$ cat src/rtl/stage4_accumulator_pkg.sv
// Shared types and output-range helpers for the Stage4 accumulator.
package stage4_pkg;

  typedef enum logic [1:0] {
    IDLE = 2'd0,
    ACC  = 2'd1,
    WAIT = 2'd2
  } state_e;

  localparam int OUT_W_DEF = 24;

  function automatic longint out_max(input int w);
    return (longint'(1) <<< (w - 1)) - 1;
  endfunction

  function automatic longint out_min(input int w);
    return -(longint'(1) <<< (w - 1));
  endfunction

  localparam longint OUT_MAX = out_max(OUT_W_DEF);
  localparam longint OUT_MIN = out_min(OUT_W_DEF);

endpackage

$ cat src/rtl/stage4_accumulator_sat_clamp.sv
// Clamps a wide signed accumulator to the signed OUT_W output range.
module sat_clamp
  import stage4_pkg::*;
#(
  parameter int ACC_W = 32,
  parameter int OUT_W = OUT_W_DEF
) (
  input  logic signed [ACC_W-1:0] acc_i,
  output logic        [OUT_W-1:0] data_o,
  output logic                    sat_o
);

  localparam logic signed [ACC_W-1:0] MAX_V = ACC_W'(out_max(OUT_W));
  localparam logic signed [ACC_W-1:0] MIN_V = ACC_W'(out_min(OUT_W));

  always_comb begin
    sat_o  = 1'b0;
    data_o = acc_i[OUT_W-1:0];
    if (acc_i > MAX_V) begin
      sat_o  = 1'b1;
      data_o = MAX_V[OUT_W-1:0];
    end else if (acc_i < MIN_V) begin
      sat_o  = 1'b1;
      data_o = MIN_V[OUT_W-1:0];
    end
  end

endmodule

$ cat src/rtl/stage4_accumulator.sv
// Accumulates acc_len Stage3 sums, saturates, and holds one result behind a valid/ready port.
module stage4_accumulator
  import stage4_pkg::*;
#(
  parameter int IN_W  = 20,
  parameter int ACC_W = 32,
  parameter int OUT_W = OUT_W_DEF,
  parameter int CNT_W = 8
) (
  input  logic             clk,
  input  logic             rst,
  input  logic             in_valid,
  output logic             in_ready,
  input  logic [IN_W-1:0]  in_sum,
  input  logic [CNT_W-1:0] acc_len,
  input  logic             in_clear,
  output logic             out_valid,
  input  logic             out_ready,
  output logic [OUT_W-1:0] out_data,
  output logic             out_sat,
  output logic             busy
);

  state_e                  state_q, state_d;
  logic signed [ACC_W-1:0] acc_q, acc_d;
  logic        [CNT_W-1:0] cnt_q, len_q;
  logic                    out_valid_q, out_sat_q;
  logic        [OUT_W-1:0] out_data_q;

  logic signed [ACC_W-1:0] sum_ext, clamp_in;
  logic        [CNT_W-1:0] len_eff;
  logic                    beat, last_beat, slot_free, load;
  logic        [OUT_W-1:0] clamp_data;
  logic                    clamp_sat;

  assign sum_ext   = {{(ACC_W-IN_W){in_sum[IN_W-1]}}, in_sum};
  assign len_eff   = (acc_len == '0) ? CNT_W'(1) : acc_len;
  assign beat      = in_valid & in_ready;
  assign acc_d     = (state_q == IDLE) ? sum_ext : acc_q + sum_ext;
  assign last_beat = beat & ((state_q == IDLE) ? (len_eff == CNT_W'(1))
                                               : (cnt_q == len_q - CNT_W'(1)));
  assign slot_free = ~out_valid_q | out_ready;

  // In WAIT the held (unclamped) total lives in acc_q; otherwise clamp the value being finished.
  assign clamp_in = (state_q == WAIT) ? acc_q : acc_d;
  assign load     = (last_beat & slot_free) | ((state_q == WAIT) & out_ready);

  sat_clamp #(.ACC_W(ACC_W), .OUT_W(OUT_W)) u_sat (
    .acc_i  (clamp_in),
    .data_o (clamp_data),
    .sat_o  (clamp_sat)
  );

  always_ff @(posedge clk or negedge rst) begin
    if (!rst) state_q <= IDLE;
    else      state_q <= state_d;
  end

  always_comb begin
    state_d = state_q;
    unique case (state_q)
      IDLE, ACC: begin
        if (in_clear)       state_d = IDLE;
        else if (last_beat) state_d = slot_free ? IDLE : WAIT;
        else if (beat)      state_d = ACC;
      end
      WAIT:    if (out_ready) state_d = IDLE;
      default: state_d = IDLE;
    endcase
  end

  always_comb begin
    in_ready = (state_q != WAIT) & ~in_clear;
    busy     = (state_q != IDLE);
  end

  always_ff @(posedge clk or negedge rst) begin
    if (!rst) begin
      acc_q <= '0;
      cnt_q <= '0;
      len_q <= '0;
    end else if (state_q != WAIT && in_clear) begin
      acc_q <= '0;
      cnt_q <= '0;
    end else if (beat) begin
      acc_q <= acc_d;
      if (state_q == IDLE) begin
        cnt_q <= CNT_W'(1);
        len_q <= len_eff;
      end else begin
        cnt_q <= cnt_q + CNT_W'(1);
      end
    end
  end

  always_ff @(posedge clk or negedge rst) begin
    if (!rst) begin
      out_valid_q <= 1'b0;
      out_data_q  <= '0;
      out_sat_q   <= 1'b0;
    end else if (load) begin
      out_valid_q <= 1'b1;
      out_data_q  <= clamp_data;
      out_sat_q   <= clamp_sat;
    end else if (out_ready) begin
      out_valid_q <= 1'b0;
    end
  end

  assign out_valid = out_valid_q;
  assign out_data  = out_data_q;
  assign out_sat   = out_sat_q;

endmodule
$ cat config.mk
export PLATFORM = sky130hd
export DESIGN_NAME = stage4_accumulator
export DESIGN_NICKNAME = d
export VERILOG_FILES = /design/src/rtl/stage4_accumulator_pkg.sv /design/src/rtl/stage4_accumulator_sat_clamp.sv /design/src/rtl/stage4_accumulator.sv
export SDC_FILE = /design/constraint.sdc
export NUM_CORES = 1
export LEC_CHECK = 0
export BUFFER_PORTS_ARGS = -buffer_cell sky130_fd_sc_hd__buf_2
export CORE_AREA = 4 4 108 110
export CTS_CLUSTER_DIAMETER = 40
export CTS_CLUSTER_SIZE = 20
export DETAILED_ROUTE_END_ITERATION = 12
export DIE_AREA = 0 0 112 114
export PLACE_DENSITY = 0.76
export SETUP_SLACK_MARGIN = 0.1
export SYNTH_ARGS = -nofsm -noshare
export SYNTH_HDL_FRONTEND = slang
export SYNTH_SLANG_ARGS = --single-unit
$ cat constraint.sdc
create_clock -name clk -period 9.2 [get_ports clk]
set_input_delay 0.92 -clock clk [delete_from_list [all_inputs] [get_ports clk]]
set_output_delay 0.92 -clock clk [all_outputs]
set_load 0.1 [all_outputs]
Word-level counts from Yosys, hierarchy flattened. Index checks and enable logic that the tools add are counted.

Equality and inequality tests: 7. Reductions and logical operators: 9. $add $sub $neg: 3. Magnitude comparators: 2. Multiplexer cells: 21. Bitwise gates (word level): 10.

Operators by type and width (number): 2-to-1 mux 32 bit (4); 2-to-1 mux 24 bit (2); adder 32 x 20 -> 32 bit (1); greater-than comparator 32 x 24 -> 1 bit, second input constant (1); less-than comparator 32 x 24 -> 1 bit, second input constant (1); 2-to-1 mux 8 bit (4); 2-to-1 mux 2 bit (5); adder 8 x 1 -> 8 bit, second input constant (1); equality test 8 x 1 -> 1 bit, second input constant (1); equality test 8 bit (1); zero test 8 bit (1); subtractor 8 x 1 -> 8 bit, second input constant (1); nonzero test 2 bit (3); AND 1 bit (5); 2-to-1 mux 1 bit (5); inequality test 2 bit, second input constant (2); inequality test 4 bit, second input constant (1); one-hot mux 2 bit (2 select lines) (1); NOT 1 bit (3); AND reduction 3 bit (1); equality test 2 x 1 -> 1 bit, second input constant (1); equality test 2 bit, second input constant (1); zero test 2 bit (1); bitwise OR 1 bit (2); other kinds (3) (3).

Output and inout bits: 28. Register bits after elaboration: 76.

Longest topological paths before layout. Gate-level depths: netlist of run 1.

Depth in word-level cells: 8. Depth in mapped cells: 13. Mapped depth without buffers: 12.

Modules after synthesis. A second synthesis of run 1 with hierarchy kept.

Cell total of the unflattened synthesis: 639. Area, all modules: 5696.7 µm².

Modules (own cells, without submodules): stage4_accumulator (cells an instance 601, area each 5400.2 µm², sequential area each 1901.8 µm², instances 1); sat_clamp (cells an instance 38, area each 296.5 µm², sequential area each 0.0 µm², instances 1).

Least setup slack after synthesis of run 1. No wires, ideal clock.

Path kind: input-to-reg. From: in in_sum[0]. To: reg out_data_q[18], in the netlist out_data[18]. Slack: 5.194 ns. Buffers on the path: 1. Data arrival time: 3.939 ns. Stages: 13. Cells stage by stage: ha_1 -> fa_1 -> a211oi_1 -> o21ai_0 -> a32oi_1 -> a21oi_1 -> o21ai_0 -> o311ai_0 -> a2111oi_0 -> a41oi_2 -> buf_2 -> nor3_1 -> o22a_1.

Word-level cells in the longest chain between the ends: 6. Elaborated cells between the ends (all ways): 7.

Ends and longest elaborated chain: start: declaration (RTL line stage4_accumulator.sv:14) `input logic [IN_W-1:0] in_sum,`; adder 32 x 20 -> 32 bit (RTL line stage4_accumulator.sv:39) `assign acc_d = (state_q == IDLE) ? sum_ext : acc_q + sum_ext;`; 2-to-1 mux 32 bit * (RTL line stage4_accumulator.sv:39); 2-to-1 mux 32 bit * (RTL line stage4_accumulator.sv:45) `assign clamp_in = (state_q == WAIT) ? acc_q : acc_d;`; less-than comparator 32 x 24 -> 1 bit (RTL line stage4_accumulator_sat_clamp.sv:22) `end else if (acc_i < MIN_V) begin`; 2-to-1 mux 24 bit (RTL line stage4_accumulator_sat_clamp.sv:22); 2-to-1 mux 24 bit * (RTL line stage4_accumulator_sat_clamp.sv:19) `if (acc_i > MAX_V) begin`; end signal: assignment (RTL line stage4_accumulator.sv:103) `out_data_q <= clamp_data;`; end: declaration (RTL line stage4_accumulator.sv:28) `logic [OUT_W-1:0] out_data_q;`.

Mark *: on every way between the ends. The rest lies on a longest branch, timed or not. A chain may end at the register's enable or synchronous reset.

Worst setup path in the final report of run 1.
From: in in_sum[0]. To: reg out_data_q[9], in the netlist out_data[9].

The elaborated chain is that of the path after synthesis.

==> impl_metrics.yaml, run 1 <==
critical_path:
  crit_required_ns: 9.50
  path_max_fanout: 24
  reg2reg_from: "state_q[1]$_DFFE_PN0P_"
  arrival_ns: 4.80
  reg2reg_depth: 10
  crit_type: "input port to register"
  rr_endpoint: "out_data[10]$_DFFE_PN0P_"
  critPathLaunchType: "input port"
  endpoint_kind: "register"
  r2r_slack_ns: 4.72
place:
  hpwl_mm: 12.3
  io_buffers: 60
  routabilityCongestion: 0.951
  dpl_worst_slack_ns: 4.41
flow_run:
  cap_violations: 0
floorplanning:
  core-area_um2: 10700
  rows: 38
  die_height_um: 114
  die_area_um2: 12800
  initial_core_util: 0.560
  ioPinCount: 61
  die_w_um: 112
timing:
  fin_ws_ns: 4.70
  finalClockSkew_ns: 0.00912
  min_period_ns: 4.50
  fmax_mhz: 222
  tightestPinTransition_ns: 1.12
  grt_setup_unrepaired: "no"
  setup_violations: 0
  maxSlewViolCount: 0
  slew-limit-headroom: 0.254
  hold_violations: 0
  final.period_utilization: 0.489
  fin_setup_tns_ns: 0
synthesis:
  synth-seq-area-share: 0.318
  synth_edf_count: 0
  synth_area_um2: 5990
  yosysMostFrequentCell: "nand2_1"
  synthFlopType: "dfrtp_1"
  syn_area_per_cell_um2: 8.07
  synth_warnings: 0
  syn_nets: 809
  synth.distinct_cells: 71
  synth.top_cell.area_share: 0.318
  synth.top_cells.by_count: "92 x nand2_1, 76 x dfrtp_1, 74 x o21ai_0, 72 x nor2_1, 66 x a21oi_1"
  synth.largest_area_cell: "dfrtp_1"
  synthTopCellsByArea: "dfrtp_1 32%, ha_1 6.9%, o21ai_0 6.2%"
  synth_cells: 742
  ys_ff_latch: 76
  synthArstFlopShare: 1.00
clocking:
  path_clk_slew_ns: 0.09
  root_buffer: "clkbuf_8"
  cts_buffer_depth: 2
  clk_latency_ns: 0.36
  post_cts_buffers: 0
  cts_tree: "built"
  cts_sinks: 76
  cts_resized: 0
  cts_buffers: 9
  h-tree-depth: 3
  cts-hold-fix-buffers: 0
global_route:
  grt.overflow.total: 0
  grt_pass1_wl_mm: 29.1
  antenna_found_initial: 0
  track_usage: 0.278
  grt_max_degree: 77
  grt_pass1_vias: 5879
layout:
  area_growth_pct: 8.78
  insertedDiodeCount: 0
  final_core_util: 0.609
  final_nets: 835
  drive_gt1_frac: 0.131
hold_path:
  hold_path_class: "register to register"
  min_from: "out_data[3]$_DFFE_PN0P_"
  holdPathStages: 1
  whs_endpoint: "out_data[3]$_DFFE_PN0P_"
routing:
  drc: 0
  finalWirelength_mm: 17.6
  drt_first_pass_iters: 6
  viasPerCell: 6.56
  drt_first_iter_violations: 574
  postRouteAntennaNets: 0
  wl_per_cell_um: 19.3
  vias: 5988
status:
  status: "complete, no violations"
pwr:
  power.total_uw: 1150
  p_per_area_nw_per_um2: 176
  leakage_uw: 0.00289
  vdd_drop_max_uv: 161
==> power breakdown <==
| group | switching, µW | leakage [µW] | total [µW] | internal [µW] |
|---|---|---|---|---|
| Combinational | 328 | 0.00183 | 468 | 141 |
| Clock | 140 | 0.0000999 | 274 | 134 |
| Sequential | 33.2 | 0.000961 | 403 | 370 |
| Total | 501 | 0.00289 | 1150 | 645 |
==> metrics by stage <==
step                cells  hold WS [ns]  cell area, µm²
floorplan             742         0.465            5990
global placement      897         0.489            6310
detailed placement    897         0.492            6310
CTS                   913         0.515            6510
global route          913         0.534            6510
finish                913         0.514            6510
==> registers in the layout (all words and copies together) (netlist names) <==
signal	count
cnt_q	8
out_sat	1
out_data	24
len_q	8
state_q	2
out_valid	1
acc_q	32
==> metal layers <==
layer | vias to the layer above | part of all wire | global-route usage
met3 | 66 | 0.061 | 0.0398
li1 | 2791 | - | -
met1 | 2864 | 0.40 | 0.339
met2 | 267 | 0.50 | 0.488
met4 | 0 | 0.039 | 0.129
met5 | - | 0 | 0
==> worst max-delay path: stages <==
cell and delay (ns):
buf_2 0.12, ha_1 0.23, fa_1 0.44, a211oi_1 0.33, o21ai_0 0.27, a32oi_1 0.38, a21oi_1 0.14, o21ai_0 0.43
o311ai_0 0.24, a2111oi_0 0.41, a41oi_2 0.18, buf_4 0.27, a211oi_1 0.27, o22a_1 0.17
==> area by class of cell <==
class / count / area, µm²
well taps: 140 / 175
repair buffers: 66 / 348
multi-input cells: 598 / 3820
fillers: 968 / 4190
inverters: 17 / 63.8
flip-flops and latches: 76 / 1900
clock buffers: 11 / 141
clock inverters: 5 / 60.1
==> cells by family (layout without fill, tap and decap cells) <==
logic type / after synthesis / after routing / synth area share
multiplexers: 14 / 14 / 0.0245
flip-flops: 76 / 76 / 0.318
adder cells (fa/ha/maj): 34 / 34 / 0.0723
AND/OR/NAND/NOR: 249 / 249 / 0.194
AO/OA/AOI/OAI: 266 / 266 / 0.295
XOR/XNOR: 35 / 35 / 0.0512
buffers and inverters: 68 / 99 / 0.0456
==> cells in the final DEF (no fill, tap or decap), drive strengths merged, types with 4 or more instances in the layout <==
| cell | instances |
|---|---|
| nand3 | 12 |
| xor2 | 15 |
| a22o | 9 |
| ha | 33 |
| o22a | 24 |
| xnor2 | 20 |
| a31oi | 8 |
| a21o | 9 |
| buf | 66 |
| clkbuf | 11 |
| nand2b | 4 |
| a211oi | 22 |
| a21oi | 66 |
| inv | 18 |
| nor2 | 72 |
| nand2 | 92 |
| nor2b | 6 |
| nor3 | 14 |
| o21ai | 75 |
| mux2 | 5 |
| dfrtp | 76 |
| o211ai | 6 |
| and2 | 5 |
| mux2i | 9 |
| nand4 | 13 |
| nor4 | 4 |
==> worst max path at each step <==
stage / startpoint / to / slack (ns)
floorplan: in_sum[0] / out_data[18]$_DFFE_PN0P_ / 5.19
global placement: in_sum[0] / out_data[22]$_DFFE_PN0P_ / 4.46
detailed placement: in_sum[0] / out_data[9]$_DFFE_PN0P_ / 4.41
CTS: in_sum[0] / out_data[9]$_DFFE_PN0P_ / 4.72
global route: in_sum[0] / out_data[3]$_DFFE_PN0P_ / 4.12
finish: in_sum[0] / out_data[9]$_DFFE_PN0P_ / 4.70
(Power assumes the default switching activity.)
==> inputs of run 2 (changes only) <==
clock period = 4.3 ns   (was 9.2 ns; I/O delays follow)
==> impl_metrics.yaml, run 2 (synthesis gave the netlist of run 1 again) <==
hold_path:
  hold_path_class: "input port to asynchronous set/reset pin"
floorplanning:
  core-area_um2: 10700
  die_height_um: 114
  initial_core_util: 0.560
  rows: 38
  ioPinCount: 61
  die_w_um: 112
  die_area_um2: 12800
clocking:
  cts_sinks: 76
  post_cts_buffers: 0
  path_clk_slew_ns: 0.08
  cts_tree: "built"
  root_buffer: "clkbuf_8"
  cts_buffer_depth: 2
  clk_latency_ns: 0.36
  h-tree-depth: 3
  cts_buffers: 9
global_route:
  use_met2: 0.493
  busiest_layer: "met2"
  grt_max_degree: 77
  track_usage: 0.279
  antenna_found_initial: 0
  grt_pass1_vias: 5929
  grtUsageMet3: 0.0435
  grtUsageMet1: 0.335
  grt_pass1_wl_mm: 29.0
  grt.overflow.total: 0
routing:
  drc: 0
  wl_per_cell_um: 19.3
  drt_first_iter_violations: 585
  vias: 5915
  drt_first_pass_iters: 7
  viasPerCell: 6.44
  finalWirelength_mm: 17.7
  postRouteAntennaNets: 0
timing:
  min_period_ns: 3.95
  hold_violations: 0
  tightestPinTransition_ns: 1.00
  maxSlewViolCount: 0
  fmax_mhz: 253
  fin_ws_ns: 0.350
  final.period_utilization: 0.918
  grt_setup_unrepaired: "no"
  finalClockSkew_ns: 0.0107
  slew-limit-headroom: 0.332
  fin_setup_tns_ns: 0
  setup_violations: 0
critical_path:
  cpPeakStageDelay_ns: 0.45
  cp_slowest_cell: "fa_1"
  crit_required_ns: 4.60
  r2r_slack_ns: 0.35
  path_max_fanout: 24
  reg2reg_from: "acc_q[0]$_DFFE_PN0P_"
  critPathLaunch: "acc_q[0]$_DFFE_PN0P_"
  critPathLaunchType: "register"
  arrival_ns: 4.25
  crit_type: "register to register"
  crit_chain: "ha_1 > fa_1 > a211oi_1 > o21ai_0 > a32oi_2 > a21oi_1 > o21ai_1 > o311ai_0 > a2111oi_1 > a41oi_2 > buf_12 > a211oi_1 > o22a_1"
  crit_top_cell: "a211oi_1"
  endpoint_kind: "register"
  reg2reg_depth: 13
  rr_endpoint: "out_data[22]$_DFFE_PN0P_"
layout:
  area_growth_pct: 9.93
  final_nets: 843
  regArea_um2: 1900
  multi_input_area_um2: 3830
  largest_register_ffs: 32
  layout_common_cells: "92 x nand2_1, 76 x dfrtp_1, 72 x nor2_1, 72 x o21ai_0, 66 x a21oi_1"
  final_common_cell: "nand2_1"
  drive_gt1_frac: 0.140
  design_area_um2: 6580
  fillers: 976
  insertedDiodeCount: 0
  top_register: "acc_q"
place:
  placed_area_um2: 6380
  dpl_worst_slack_ns: 0.0195
  io_buffers: 60
  routabilityCongestion: 0.936
  hpwl_mm: 12.5
pwr:
  leakage_uw: 0.00294
  p_per_area_nw_per_um2: 371
  vdd_drop_max_uv: 315
flow_run:
  cap_violations: 0
status:
  status: "complete, no violations"
[run 2: timing repair]
item,4_1_cts,5_1_grt
gates resized for setup,0,3
endpoints found under the setup margin,0,24
hold buffers,0,0
[run 2: final cells by class]
type                    instances  share of cell area
clock buffers                  10              0.0209
clock inverters                 4             0.00780
inverters                      17             0.00970
multi-input cells             598               0.582
flip-flops and latches         76               0.289
well taps                     140              0.0266
repair buffers                 74              0.0639
[run 2: worst max-delay path by stage]
| stage | end | slack (ns) | cells after the start |
|---|---|---|---|
| floorplan | out_data[18]$_DFFE_PN0P_ | 0.78 | 13 |
| global placement | out_data[11]$_DFFE_PN0P_ | 0.30 | 14 |
| detailed placement | out_data[22]$_DFFE_PN0P_ | 0.02 | 14 |
| CTS | out_data[22]$_DFFE_PN0P_ | 0.12 | 13 |
| global route | out_data[1]$_DFFE_PN0P_ | 0.12 | 12 |
| finish | out_data[22]$_DFFE_PN0P_ | 0.35 | 13 |
[run 2: per-stage QoR]
stage	std cells	total power [µW]	util	hold slack [ns]
after floorplan	742	1640	-	0.134
after global placement	905	1850	0.597	0.489
after detailed placement	905	1870	0.597	0.499
after CTS	919	2430	0.614	0.263
after global routing	919	2560	0.615	0.248
final	919	2440	0.615	0.211
[run 2: per-layer routing]
metal | share of wire | vias to the layer above
li1 | - | 2806
met1 | 0.40 | 2829
met2 | 0.50 | 224
met3 | 0.056 | 56
met4 | 0.041 | 0
met5 | 0 | -
[run 2: worst max-delay path: cells and delay by family (launching register included)]
kind                     cells  cell delay [ns]
buffers and inverters        1             0.22
AO/OA/AOI/OAI               10             2.60
flip-flops                   1             0.41
adder cells (fa/ha/maj)      2             0.68
[run 2: power breakdown]
group	internal, µW	switching (µW)
sequential	792	75.2
clock	278	283
combinational	309	703
total	1380	1060
